## src/rtl/game_scheduler.sv

```systemverilog
//------------------------------------------------------------------------------
// Module  : game_scheduler
// Brief   : Shares one seven-segment display and seven buttons among up to
//           four games: selection, banner, button routing and idle sleep.
// Rev     : 1.0  initial release
//------------------------------------------------------------------------------
`default_nettype none

module game_scheduler #(
    parameter int NUM_GAMES     = 4,
    parameter int BANNER_CYCLES = 1000,
    parameter int IDLE_CYCLES   = 100000
) (
    input  logic                   clk,
    input  logic                   rst_n,
    input  logic                   switch_pulse,
    input  logic [6:0]             btn_pulse,
    input  logic [4*NUM_GAMES-1:0] game_values,
    output logic [1:0]             game_sel,
    output logic [NUM_GAMES-1:0]   game_en,
    output logic [6:0]             btn_out,
    output logic [3:0]             display_value,
    output logic                   dp,
    output logic                   blank
);

    localparam int BW = $clog2(BANNER_CYCLES + 1);
    localparam int IW = $clog2(IDLE_CYCLES + 1);

    localparam logic [BW-1:0] c_banner_last = BW'(BANNER_CYCLES - 1);
    localparam logic [IW-1:0] c_idle_last   = IW'(IDLE_CYCLES - 1);
    localparam logic [1:0]    c_last_game   = 2'(NUM_GAMES - 1);
    localparam logic [3:0]    c_blank_code  = 4'd12;

    localparam logic [1:0] c_st_banner = 2'd0;
    localparam logic [1:0] c_st_play   = 2'd1;
    localparam logic [1:0] c_st_sleep  = 2'd2;

    logic [1:0]    r_state;
    logic [1:0]    r_game_sel;
    logic [BW-1:0] r_banner_cnt;
    logic [IW-1:0] r_idle_cnt;

    logic [1:0]    w_state_nxt;
    logic [1:0]    w_game_sel_nxt;
    logic [BW-1:0] w_banner_cnt_nxt;
    logic [IW-1:0] w_idle_cnt_nxt;
    logic [1:0]    w_game_adv;
    logic          w_any_btn;
    logic [3:0]    w_play_value;

    assign w_any_btn  = |btn_pulse;
    assign w_game_adv = (r_game_sel == c_last_game) ? 2'd0 : r_game_sel + 2'd1;

    always_ff @(posedge clk or negedge rst_n) begin
        if (!rst_n) begin
            r_state      <= c_st_banner;
            r_game_sel   <= 2'd0;
            r_banner_cnt <= '0;
            r_idle_cnt   <= '0;
        end else begin
            r_state      <= w_state_nxt;
            r_game_sel   <= w_game_sel_nxt;
            r_banner_cnt <= w_banner_cnt_nxt;
            r_idle_cnt   <= w_idle_cnt_nxt;
        end
    end

    always_comb begin
        w_state_nxt      = r_state;
        w_game_sel_nxt   = r_game_sel;
        w_banner_cnt_nxt = r_banner_cnt;
        w_idle_cnt_nxt   = r_idle_cnt;
        case (r_state)
            c_st_banner: begin
                // A switch restarts the banner even on its final cycle
                if (switch_pulse) begin
                    w_game_sel_nxt   = w_game_adv;
                    w_banner_cnt_nxt = '0;
                end else if (r_banner_cnt == c_banner_last) begin
                    w_state_nxt      = c_st_play;
                    w_banner_cnt_nxt = '0;
                    w_idle_cnt_nxt   = '0;
                end else begin
                    w_banner_cnt_nxt = r_banner_cnt + BW'(1);
                end
            end
            c_st_play: begin
                if (switch_pulse) begin
                    w_game_sel_nxt   = w_game_adv;
                    w_state_nxt      = c_st_banner;
                    w_banner_cnt_nxt = '0;
                    w_idle_cnt_nxt   = '0;
                end else if (w_any_btn) begin
                    w_idle_cnt_nxt = '0;
                end else if (r_idle_cnt == c_idle_last) begin
                    w_state_nxt    = c_st_sleep;
                    w_idle_cnt_nxt = '0;
                end else begin
                    w_idle_cnt_nxt = r_idle_cnt + IW'(1);
                end
            end
            c_st_sleep: begin
                // Waking pulse only wakes; it never advances the game
                if (switch_pulse || w_any_btn) begin
                    w_state_nxt      = c_st_banner;
                    w_banner_cnt_nxt = '0;
                    w_idle_cnt_nxt   = '0;
                end
            end
            default: begin
                w_state_nxt      = c_st_banner;
                w_banner_cnt_nxt = '0;
                w_idle_cnt_nxt   = '0;
            end
        endcase
    end

    always_comb begin
        w_play_value = 4'd0;
        game_en      = '0;
        for (int i = 0; i < NUM_GAMES; i++) begin
            if (r_game_sel == 2'(i)) begin
                w_play_value = game_values[4*i +: 4];
                game_en[i]   = 1'b1;
            end
        end
    end

    always_comb begin
        display_value = 4'd0;
        dp            = 1'b0;
        blank         = 1'b0;
        btn_out       = 7'd0;
        case (r_state)
            c_st_banner: begin
                display_value = {2'b00, r_game_sel};
                dp            = 1'b1;
            end
            c_st_play: begin
                display_value = w_play_value;
                btn_out       = switch_pulse ? 7'd0 : btn_pulse;
            end
            c_st_sleep: begin
                display_value = c_blank_code;
                blank         = 1'b1;
            end
            default: begin
                display_value = 4'd0;
            end
        endcase
    end

    assign game_sel = r_game_sel;

endmodule

`default_nettype wire

```

## config.mk

```make
export PLATFORM = sky130hd
export DESIGN_NAME = game_scheduler
export DESIGN_NICKNAME = d
export VERILOG_FILES = /design/src/rtl/game_scheduler.sv
export SDC_FILE = /design/constraint.sdc
export NUM_CORES = 1
export LEC_CHECK = 0
export ABC_AREA = 0
export BUFFER_PORTS_ARGS = -buffer_cell sky130_fd_sc_hd__buf_4
export CAP_MARGIN = 20
export CORE_ASPECT_RATIO = 0.6
export CORE_MARGIN = 5
export CORE_UTILIZATION = 45
export CTS_BUF_LIST = sky130_fd_sc_hd__clkbuf_2
export DETAILED_ROUTE_END_ITERATION = 8
export GPL_TIMING_DRIVEN = 0
export PLACE_DENSITY = 0.72
export SLEW_MARGIN = 20
export SYNTH_ARGS = -nofsm -noshare
export SYNTH_HDL_FRONTEND = slang
export SYNTH_SLANG_ARGS = --single-unit
```

## constraint.sdc

```tcl
create_clock -name clk -period 4.35 [get_ports clk]
set_input_delay 0 -clock clk [delete_from_list [all_inputs] [get_ports clk]]
set_output_delay 0 -clock clk [all_outputs]
set_load 0.03 [all_outputs]
```

**After elaboration in Yosys (flattened, before gate mapping)**

Cells that the tools add are included.

- Flip-flop bits (word level): 31
- Output and inout port bits: 19
- Word-level logic and storage cells: 62

- $add $sub $neg: 3
- Equality and inequality tests: 13
- Muxes and demuxes: 33
- Reduce and logical (&&, ||, !) cells: 9

Operators by type and width:

| operator | count |
|---|---|
| two-way mux 17 bit | 6 |
| one-hot mux 17 bit (3 select lines) | 1 |
| two-way mux 10 bit | 4 |
| one-hot mux 10 bit (3 select lines) | 1 |
| adder 17 x 1 -> 17 bit (second input constant) | 1 |
| equality test 17 bit (second input constant) | 1 |
| two-way mux 4 bit | 4 |
| two-way mux 2 bit | 7 |
| two-way mux 7 bit | 2 |
| one-hot mux 4 bit (3 select lines) | 1 |
| adder 10 x 1 -> 10 bit (second input constant) | 1 |
| equality test 10 bit (second input constant) | 1 |
| inequality test 2 bit (second input constant) | 4 |
| OR reduction 7 bit | 1 |
| equality test 2 bit (second input constant) | 3 |
| two-way mux 1 bit | 6 |
| inequality test 3 bit (second input constant) | 2 |
| one-hot mux 2 bit (3 select lines) | 1 |
| AND reduction 5 bit | 1 |
| equality test 2 x 1 -> 1 bit (second input constant) | 2 |
| logical NOT 2 bit | 2 |
| AND reduction 2 bit | 2 |
| AND reduction 3 bit | 1 |
| adder 2 x 1 -> 2 bit (second input constant) | 1 |
| 2 further kinds | 2 |

**Logic depth before layout (Yosys ltp)**

Gate-level depths: netlist of run 1.

- Word-level depth: 6
- Gate-level depth with buffers: 8
- Mapped depth without buffers: 6

**Worst setup path before layout of run 1**

Ideal clock, no wire load.

- Kind: reg-to-output
- Start: register r_game_sel[0] (netlist: game_sel[0])
- End: output port display_value[1]
- Data arrival time: 2.377 ns
- Slack: 1.973 ns
- Stages on the path, launching flop included: 7
- Buffers on the path: 0
- Cell sequence: dfrtp_1 > inv_1 > ha_1 > nor2b_1 > a221oi_1 > o311a_2 > nor3_1

- Longest elaborated chain between the ends: 6

Ends and longest elaborated chain:

| what | RTL line | text |
|---|---|---|
| start: declaration | 40 | `logic [1:0] r_game_sel;` |
| start signal: assignment | 63 | `r_game_sel <= w_game_sel_nxt;` |
| logical NOT 2 bit | 123 | `if (r_game_sel == 2'(i)) begin` |
| two-way mux 4 bit (3 in series) | 123 |  |
| two-way mux 4 bit * | 123 |  |
| one-hot mux 4 bit (3 select lines) * | 135 | `case (r_state)` |
| end: declaration | 22 | `output logic [3:0] display_value,` |

Mark *: on every way between the ends. The rest lies on a longest branch, timed or not.

**Worst setup path in the final report of run 1**

- Start: register r_idle_cnt[6]
- End: register r_state[1]

- Longest elaborated chain between the ends: 3

Ends and longest elaborated chain:

| what | RTL line | text |
|---|---|---|
| start: declaration | 42 | `logic [IW-1:0] r_idle_cnt;` |
| start signal: assignment | 65 | `r_idle_cnt <= w_idle_cnt_nxt;` |
| equality test 17 bit | 96 | `end else if (r_idle_cnt == c_idle_last) begin` |
| inequality test 3 bit (no source line) | -- |  |
| AND reduction 5 bit (no source line) | -- |  |
| end signal: assignment | 57 | `r_state <= c_st_banner;` |
| end signal: assignment | 62 | `r_state <= w_state_nxt;` |
| end: declaration | 39 | `logic [1:0] r_state;` |

No other way between the ends.
A chain may end at the register's enable or synchronous reset.

==> results of run 1 <==
==> state kept, by name, indices dropped and copies added, names as in the netlist <==
register and flops:
r_idle_cnt 17, r_banner_cnt 10, game_sel 2, r_state 2
==> per-layer routing <==
| layer | vias to the layer above | part of all wire (%) | GRT usage, % |
|---|---|---|---|
| li1 | 1117 | - | - |
| met1 | 1107 | 49 | 30.5 |
| met2 | 119 | 40 | 26.7 |
| met3 | 6 | 11 | 3.86 |
| met4 | 0 | 0.44 | 4.64 |
| met5 | - | 0 | 0 |
==> per-stage QoR <==
step	power [mW]	hold slack, ns	util, %
after floorplan	0.733	-0.296	-
after global placement	0.923	-0.0380	56.5
final	1.07	0.0413	58.0
after detailed placement	0.929	-0.0396	56.5
after global routing	1.14	0.0848	58.0
after CTS	1.08	0.0263	58.0
==> cell families after synthesis <==
family | count (synthesis) | share of synthesized area [%]
DFF | 31 | 34.7
xor gates and xnor gates | 1 | 0.392
buffers and inverters | 25 | 5.65
muxes | 1 | 0.503
adders and majority gates | 6 | 3.36
and+or+nand+nor | 126 | 33.9
AOI/OAI and AO/OA | 70 | 21.5
==> placed cells by master (no fill, tap or decap), types with 6 or more instances in the layout <==
cell,instances
nand3_1,19
and2_2,7
inv_1,7
a21oi_1,8
nor3_1,11
buf_4,46
dfrtp_1,31
ha_1,6
nand4_1,17
buf_2,8
o21ai_0,17
clkbuf_2,7
clkbuf_1,6
o211ai_1,10
nor2_1,8
o21ai_1,6
nand2_1,18
or3_1,7
==> layout make-up <==
cell class,count,area [um2]
clock inverters,1,5.00
clock buffers,7,35.0
fillers,409,1970
inverters,7,26.3
multi-input cells,204,1340
flip-flops and latches,31,776
repair buffers,47,360
plain buffers,18,100
well taps,63,78.8
==> power by group through the flow <==
stage          registers (mW)  logic [mW]  clock network (mW)
2_1_floorplan           0.357       0.376                   0
5_1_grt                 0.345       0.633               0.165
4_1_cts                 0.340       0.586               0.151
3_5_place_dp            0.345       0.583                   0
6_report                0.340       0.584               0.147
3_3_place_gp            0.343       0.580                   0
==> cells in the mapped netlist (2+ instances only) <==
master	instances	area share, %
nand4b_1	3	1.2
o21ai_1	6	1.3
and3_1	5	1.4
nand2_1	18	3.0
or2_1	2	0.56
ha_1	6	3.4
o211ai_1	10	3.4
o2111ai_1	4	1.6
nand3_1	19	4.3
nor4_1	2	0.56
or2_2	3	0.84
a21oi_1	8	1.8
a22o_1	2	0.78
a31oi_1	2	0.56
o31ai_1	4	1.3
or4_1	5	1.7
clkbuf_1	6	1.0
or3_1	7	2.0
a211o_1	2	0.78
o221ai_1	3	1.2
nor4bb_1	2	0.89
and2_2	7	2.3
nand4_1	17	4.8
buf_4	2	0.67
dfrtp_1	31	35
inv_1	7	1.2
a21o_1	2	0.67
nor2_1	8	1.3
nand2b_1	3	0.84
o21ai_0	17	3.8
buf_2	8	1.8
nor2b_1	3	0.84
buf_6	2	1.0
nor3_1	11	2.5
a221oi_1	2	0.78
==> path summary, 6_finish.rpt <==
check | endpoint | depth (start not counted)
max in group asynchronous | r_state[0]$_DFFE_PN0P_ | 2
worst min register to register | r_banner_cnt[0]$_DFFE_PN0P_ | 1
worst max register to register | r_state[1]$_DFFE_PN0P_ | 6
worst min-delay path | r_state[0]$_DFFE_PN0P_ | 5
min in group asynchronous | r_banner_cnt[4]$_DFFE_PN0P_ | 2
worst max-delay path | r_state[1]$_DFFE_PN0P_ | 6
==> worst max-delay path, delay by kind of cell, from the launching register on <==
family / cells / cell delay [ns]
AO/OA/AOI/OAI: 1 / 0.21
AND/OR/NAND/NOR: 3 / 0.73
flip-flops: 1 / 0.40
buffers and inverters: 2 / 0.82
==> repair_timing <==
item                                   CTS  global route
endpoints found under the hold margin   32             0
buffers inserted                         0             0
hold buffers                             3             0
setup endpoints to repair                0             0
==> metrics.md, run 1 <==
| Metric | Value |
|---|---|
| Number of nets still failing antenna checks after routing | 0 |
| RSZ-0062 raised after global routing | false |
| Worst vdd ir | 201 uV |
| Wire length per cell | 16.3 um |
| Die X | 101 um |
| DIE AREA | 0.00653 mm2 |
| Min-delay src | btn_pulse[6] |
| Crit-path slowest cell | dlygate4sd3_1 |
| Element type at the critical path end | flip-flop |
| Final clock skew | 0.0233 ns |
| Sw Ratio | 45.3% |
| Post-synthesis instance total | 260 |
| Gr usage total | 19.4% |
| Period utilization | 51.7% |
| Max Cap Viol | 0 |
| Comb pwr share | 54.6% |
| Antenna Cells | 0 |
| Post-synthesis instance area | 0.00224 mm2 |
| Final hold vios | 0 |
| DP Worst Slack | 2.36 ns |
| Port Buffers | 44 |
| Asr flop ratio synth | 100% |
| Max Slew Vio Count | 0 |
| Iter 0 DRT Violations | 263 |
| Placed cells | 367 |
| Vias after detailed routing | 2349 |
| EDFF count, synth | 0 |
| Reg power frac | 31.7% |
| Actual slew at the worst max-slew pin | 0.635 ns |
| Share of post-route cells with drive strength above 1 | 26.0% |
| Drt pass-1 iters | 5 |
| Layout net count | 346 |
| Cell Area, Placed | 0.00265 mm2 |
| Fmax | 444 MHz |
| Syn Area/Cell | 8.60 um2 |
| Inserted Clock Buffers | 5 |
| CTS resizes | 0 |
| Sequential fraction of the synthesis area | 34.7% |
| Num rows | 19 |
| Reg2Reg Launch Point | r_idle_cnt[6]$_DFFE_PN0P_ |
| Crit path cell chain | clkbuf_1, nor4bb_1, nand4_1, o21a_1, nor3_1, dlygate4sd3_1 |
| Setup slack after layout | 2.10 ns |
| Pwr Density | 394 mW/mm2 |
| DRC | 0 |
| Max-slew headroom | 57.3% |
| Fin crit period | 2.25 ns |
| Core area | 0.00468 mm2 |
| TritonCTS Sinks | 31 |
| Clock Pin Slew Worst Setup and Hold Paths | 0.18 ns |
| Area Overhead vs Synth | 21.4% |
| Unique masters post-synth | 56 |
| Crit-path max FO | 10 |
| Largest net degree at the start of global routing | 32 |
| Reg2Reg Setup Slack | 2.10 ns |
| Overflow after GRT | 0 |
| Worst path required time | 4.64 ns |
| First-pass GRT wire length | 10300 um |
| Final setup violation count | 0 |
| Final GP Congestion | 0.907 |
| Leak pwr | 1.16 nW |
| Status | finished, final reports clean |
| Commonest register cell after synthesis | dfrtp_1 |
| Clock Latency Late Sink | 0.37 ns |
| Vias in the first global route | 2038 |
| Net Count, Synth | 292 |
| Finished Cell Area | 0.00272 mm2 |
| Sw power | 0.485 mW |
| Maximum root-to-sink buffer count | 2 |
| # IOs | 45 |
| Worst Hold Class | input pin to flip-flop |
| CTS tree | done |
| Vias per cell | 6.21 |
| Arr. time, crit path | 2.54 ns |
| DIE HEIGHT | 64.6 um |
| Final Routed Wirelength | 6180 um |
| Pint | 0.586 mW |
| Warnings from Yosys | 0 |
| CP max stage delay | 0.60 ns |
| Final Non-Filler Cells | 378 |
| Crit Path Category | flip-flop to flip-flop |
| Number of synthesized register bits | 31 |
| H-tree Lvls | 2 |
| Initial antenna violation count | 0 |
| DP Wirelength | 4540 um |
| Clk pwr share | 13.7% |
| Setup TNS | 0 ns |
| Clk root buf | clkbuf_2 |
| Setup crit start | r_idle_cnt[6]$_DFFE_PN0P_ |
| Starting density of the core | 47.8% |
| CP Launch Type | flip-flop |
Power figures use the tool's default switching activity.
==> run 2, diff against run 1 <==
--- a/config.mk
+++ b/config.mk
@@ -5,7 +5,7 @@
 export SDC_FILE = /design/constraint.sdc
 export NUM_CORES = 1
 export LEC_CHECK = 0
-export ABC_AREA = 0
+export ABC_AREA = 1
 export BUFFER_PORTS_ARGS = -buffer_cell sky130_fd_sc_hd__buf_4
 export CAP_MARGIN = 20
 export CORE_ASPECT_RATIO = 0.6
@@ -14,7 +14,7 @@
 export CTS_BUF_LIST = sky130_fd_sc_hd__clkbuf_2
 export DETAILED_ROUTE_END_ITERATION = 8
 export GPL_TIMING_DRIVEN = 0
-export PLACE_DENSITY = 0.72
+export PLACE_DENSITY = 0.75
 export SLEW_MARGIN = 20
 export SYNTH_ARGS = -nofsm -noshare
 export SYNTH_HDL_FRONTEND = slang
==> constraint.sdc (replaced) <==
create_clock -name clk -period 1.9 [get_ports clk]
set_input_delay 0 -clock clk [delete_from_list [all_inputs] [get_ports clk]]
set_output_delay 0 -clock clk [all_outputs]
set_load 0.03 [all_outputs]
==> metrics.md, run 2 <==
| Metric | Value |
|---|---|
| Leak pwr | 1.36 nW |
| Worst Hold Class | input pin to async pin |
| Worst path required time | 1.90 ns |
| Iter 0 DRT Violations | 144 |
| Comb pwr share | 38.9% |
| Setup crit start | game_sel[0]$_DFFE_PN0P_ |
| Vias after detailed routing | 2224 |
| Final GP Congestion | 0.816 |
| Most common cell after layout, fill and taps aside | nand2_1 |
| Vias per cell | 5.07 |
| Top-count cell post-synth | nand2_1 |
| Final Non-Filler Cells | 439 |
| Cells on worst reg2reg path | 10 |
| Post-synthesis instance total | 318 |
| Layout net count | 407 |
| Largest net degree at the start of global routing | 32 |
| Pint | 1.21 mW |
| Most frequent cells in the layout | nand2_1 (86), buf_4 (49), nor2_1 (40) |
| CTS tree | done |
| Final Routed Wirelength | 5850 um |
| Max Cap Viol | 0 |
| Port Buffers | 44 |
| Worst vdd ir | 912 uV |
| Wire length per cell | 13.3 um |
| Reg2Reg Setup Slack | 0.27 ns |
| Net Count, Synth | 350 |
| Top reg by flops | r_idle_cnt |
| Pwr Density | 688 mW/mm2 |
| Placed cells | 425 |
| Arr. time, crit path | 1.85 ns |
| Overflow after GRT | 0 |
| Synth top cells by count | nand2_1 (86), nor2_1 (41), inv_1 (37) |
| First-pass GRT wire length | 9920 um |
| DRC | 0 |
| Clock Pin Slew Worst Setup and Hold Paths | 0.18 ns |
| Finished Cell Area | 0.00279 mm2 |
| Sw power | 0.711 mW |
| Reg2Reg Launch Point | r_banner_cnt[0]$_DFFE_PN0P_ |
| DIE HEIGHT | 64.6 um |
| Initial antenna violation count | 0 |
| Biggest regs | r_idle_cnt: 17 flops, r_banner_cnt: 10 flops |
| Yosys top cell by area | dfrtp_1 |
| Share of post-route cells with drive strength above 1 | 24.5% |
| Final setup violation count | 0 |
| Clk pwr share | 24.2% |
| Number of synthesized register bits | 31 |
| RSZ-0062 raised after global routing | true |
| Clk root buf | clkbuf_2 |
| Max Slew Vio Count | 0 |
| Antenna Cells | 0 |
| Reg-to-Reg End | r_idle_cnt[7]$_DFFE_PN0P_ |
| Top post-synthesis cells by area | dfrtp_1 (35%), nand2_1 (14%), nor2_1 (6.9%), inv_1 (6.2%), nand3_1 (5.4%) |
| Max-slew headroom | 69.6% |
| Status | finished, final reports clean |
| H-tree Lvls | 2 |
| Setup TNS | 0 ns |
| Starting density of the core | 47.8% |
| Cell Area, Placed | 0.00265 mm2 |
| Die X | 101 um |
| Drt pass-1 iters | 4 |
| Final hold vios | 0 |
| Post-synthesis instance area | 0.00224 mm2 |
| Inserted Clock Buffers | 5 |
| Crit-path max FO | 4 |
| Commonest register cell after synthesis | dfrtp_1 |
| Num rows | 19 |
| DP Wirelength | 4450 um |
| Core area | 0.00468 mm2 |
| Vias in the first global route | 2095 |
| Clock Latency Late Sink | 0.39 ns |
| TritonCTS Sinks | 31 |
| Maximum root-to-sink buffer count | 2 |
| Area Overhead vs Synth | 24.6% |
| EDFF count, synth | 0 |
| DIE AREA | 0.00653 mm2 |
| Crit Path Category | flip-flop to output port |
| Largest register FFs | 17 |
| Top-area cell type share of the netlist area | 34.7% |
| # IOs | 45 |
| Syn Area/Cell | 7.04 um2 |
| Final clock skew | 0.0196 ns |
| Element type at the critical path end | output port |
| Sequential fraction of the synthesis area | 34.7% |
| Asr flop ratio synth | 100% |
| Sw Ratio | 37.1% |
| CP Launch Type | flip-flop |
| Worst setup path endpoint | display_value[0] |
| Reg power frac | 36.9% |
| Actual slew at the worst max-slew pin | 0.456 ns |
| Fin crit period | 1.85 ns |
| Fmax | 540 MHz |
| Unique masters post-synth | 30 |
| Warnings from Yosys | 0 |
| Number of nets still failing antenna checks after routing | 0 |
| Period utilization | 97.5% |
| Gr usage total | 18.8% |
## run 2: cell count changes after synthesis, sizes merged, moves of 6 or more
cell and change:
and2 -8, and3 -6, buf -10, inv +34, nand2 +74, nand3 +9
nor2 +41, nor3 -9, o211ai -9, o21ai +9, or3 -7, or4 -6
## run 2: power groups by stage
stage	registers, mW	logic (mW)	clock network, mW
final	0.708	0.747	0.463
after detailed placement	0.724	0.613	0
after CTS	0.705	0.692	0.467
after global routing	0.712	0.804	0.497
after floorplan	0.756	0.363	0
after global placement	0.724	0.612	0
## run 2: through the flow
stage	utilization (%)	setup slack, ns	hold slack [ns]	power [mW]
finish	59.6	0.0470	0.0467	1.92
global route	59.6	-0.0970	0.0623	2.01
CTS	59.1	0.0116	0.0427	1.86
detailed placement	56.5	0.253	-0.0423	1.34
global placement	56.5	0.247	-0.0430	1.34
floorplan	-	0.00190	-0.296	1.12
## run 2: area by class of cell
class / instances / area (um2)
Inverter: 41 / 154
Timing Repair Buffer: 50 / 380
Multi-Input combinational cell: 243 / 1310
Tap cell: 63 / 78.8
Fill cell: 429 / 1890
Clock buffer: 5 / 25.0
Sequential cell: 31 / 776
Clock inverter: 3 / 38.8
Buffer: 3 / 22.5
## run 2: worst max-delay path, stage by stage, from the launching register on
cell and delay (ns):
dfrtp_1 0.45, inv_2 0.11, ha_4 0.14, inv_1 0.06, nor2_4 0.15, nand2_1 0.06, nand2_1 0.05, o21ai_1 0.06
nand2_1 0.06, o211ai_1 0.07, o21ai_1 0.09, buf_4 0.18
## run 2: timing repair
action                                 CTS  global route
setup endpoints to repair                4             4
resized for setup                        5             9
hold buffers                             2             0
buffers inserted                         3             1
endpoints found under the hold margin   35             0
pin swaps                                0             3
## run 2: cell families after synthesis
group	after synthesis	synth area share [%]
xor gates and xnor gates	9	3.52
AOI/OAI and AO/OA	44	11.3
adders and majority gates	6	3.35
and+or+nand+nor	184	39.4
buffers and inverters	44	7.77
DFF	31	34.7
## run 2: worst min-delay path by stage
stage / start / to / slack (ns) / cells after the start
floorplan: rst_n / game_sel[0]$_DFFE_PN0P_ / -0.30 / 0
global placement: rst_n / r_banner_cnt[5]$_DFFE_PN0P_ / -0.04 / 1
detailed placement: rst_n / r_banner_cnt[5]$_DFFE_PN0P_ / -0.04 / 1
CTS: btn_pulse[3] / r_idle_cnt[4]$_DFFE_PN0P_ / 0.04 / 6
global route: rst_n / r_idle_cnt[2]$_DFFE_PN0P_ / 0.06 / 2
finish: rst_n / r_banner_cnt[5]$_DFFE_PN0P_ / 0.05 / 2
## run 2: routing by layer
metal | global-route usage [%] | share of wire, % | up-vias
met5 | 0 | 0 | -
met4 | 3.32 | 0.39 | 0
met3 | 4.07 | 5.2 | 4
met2 | 26.7 | 40 | 53
met1 | 29.4 | 54 | 1021
li1 | - | - | 1146
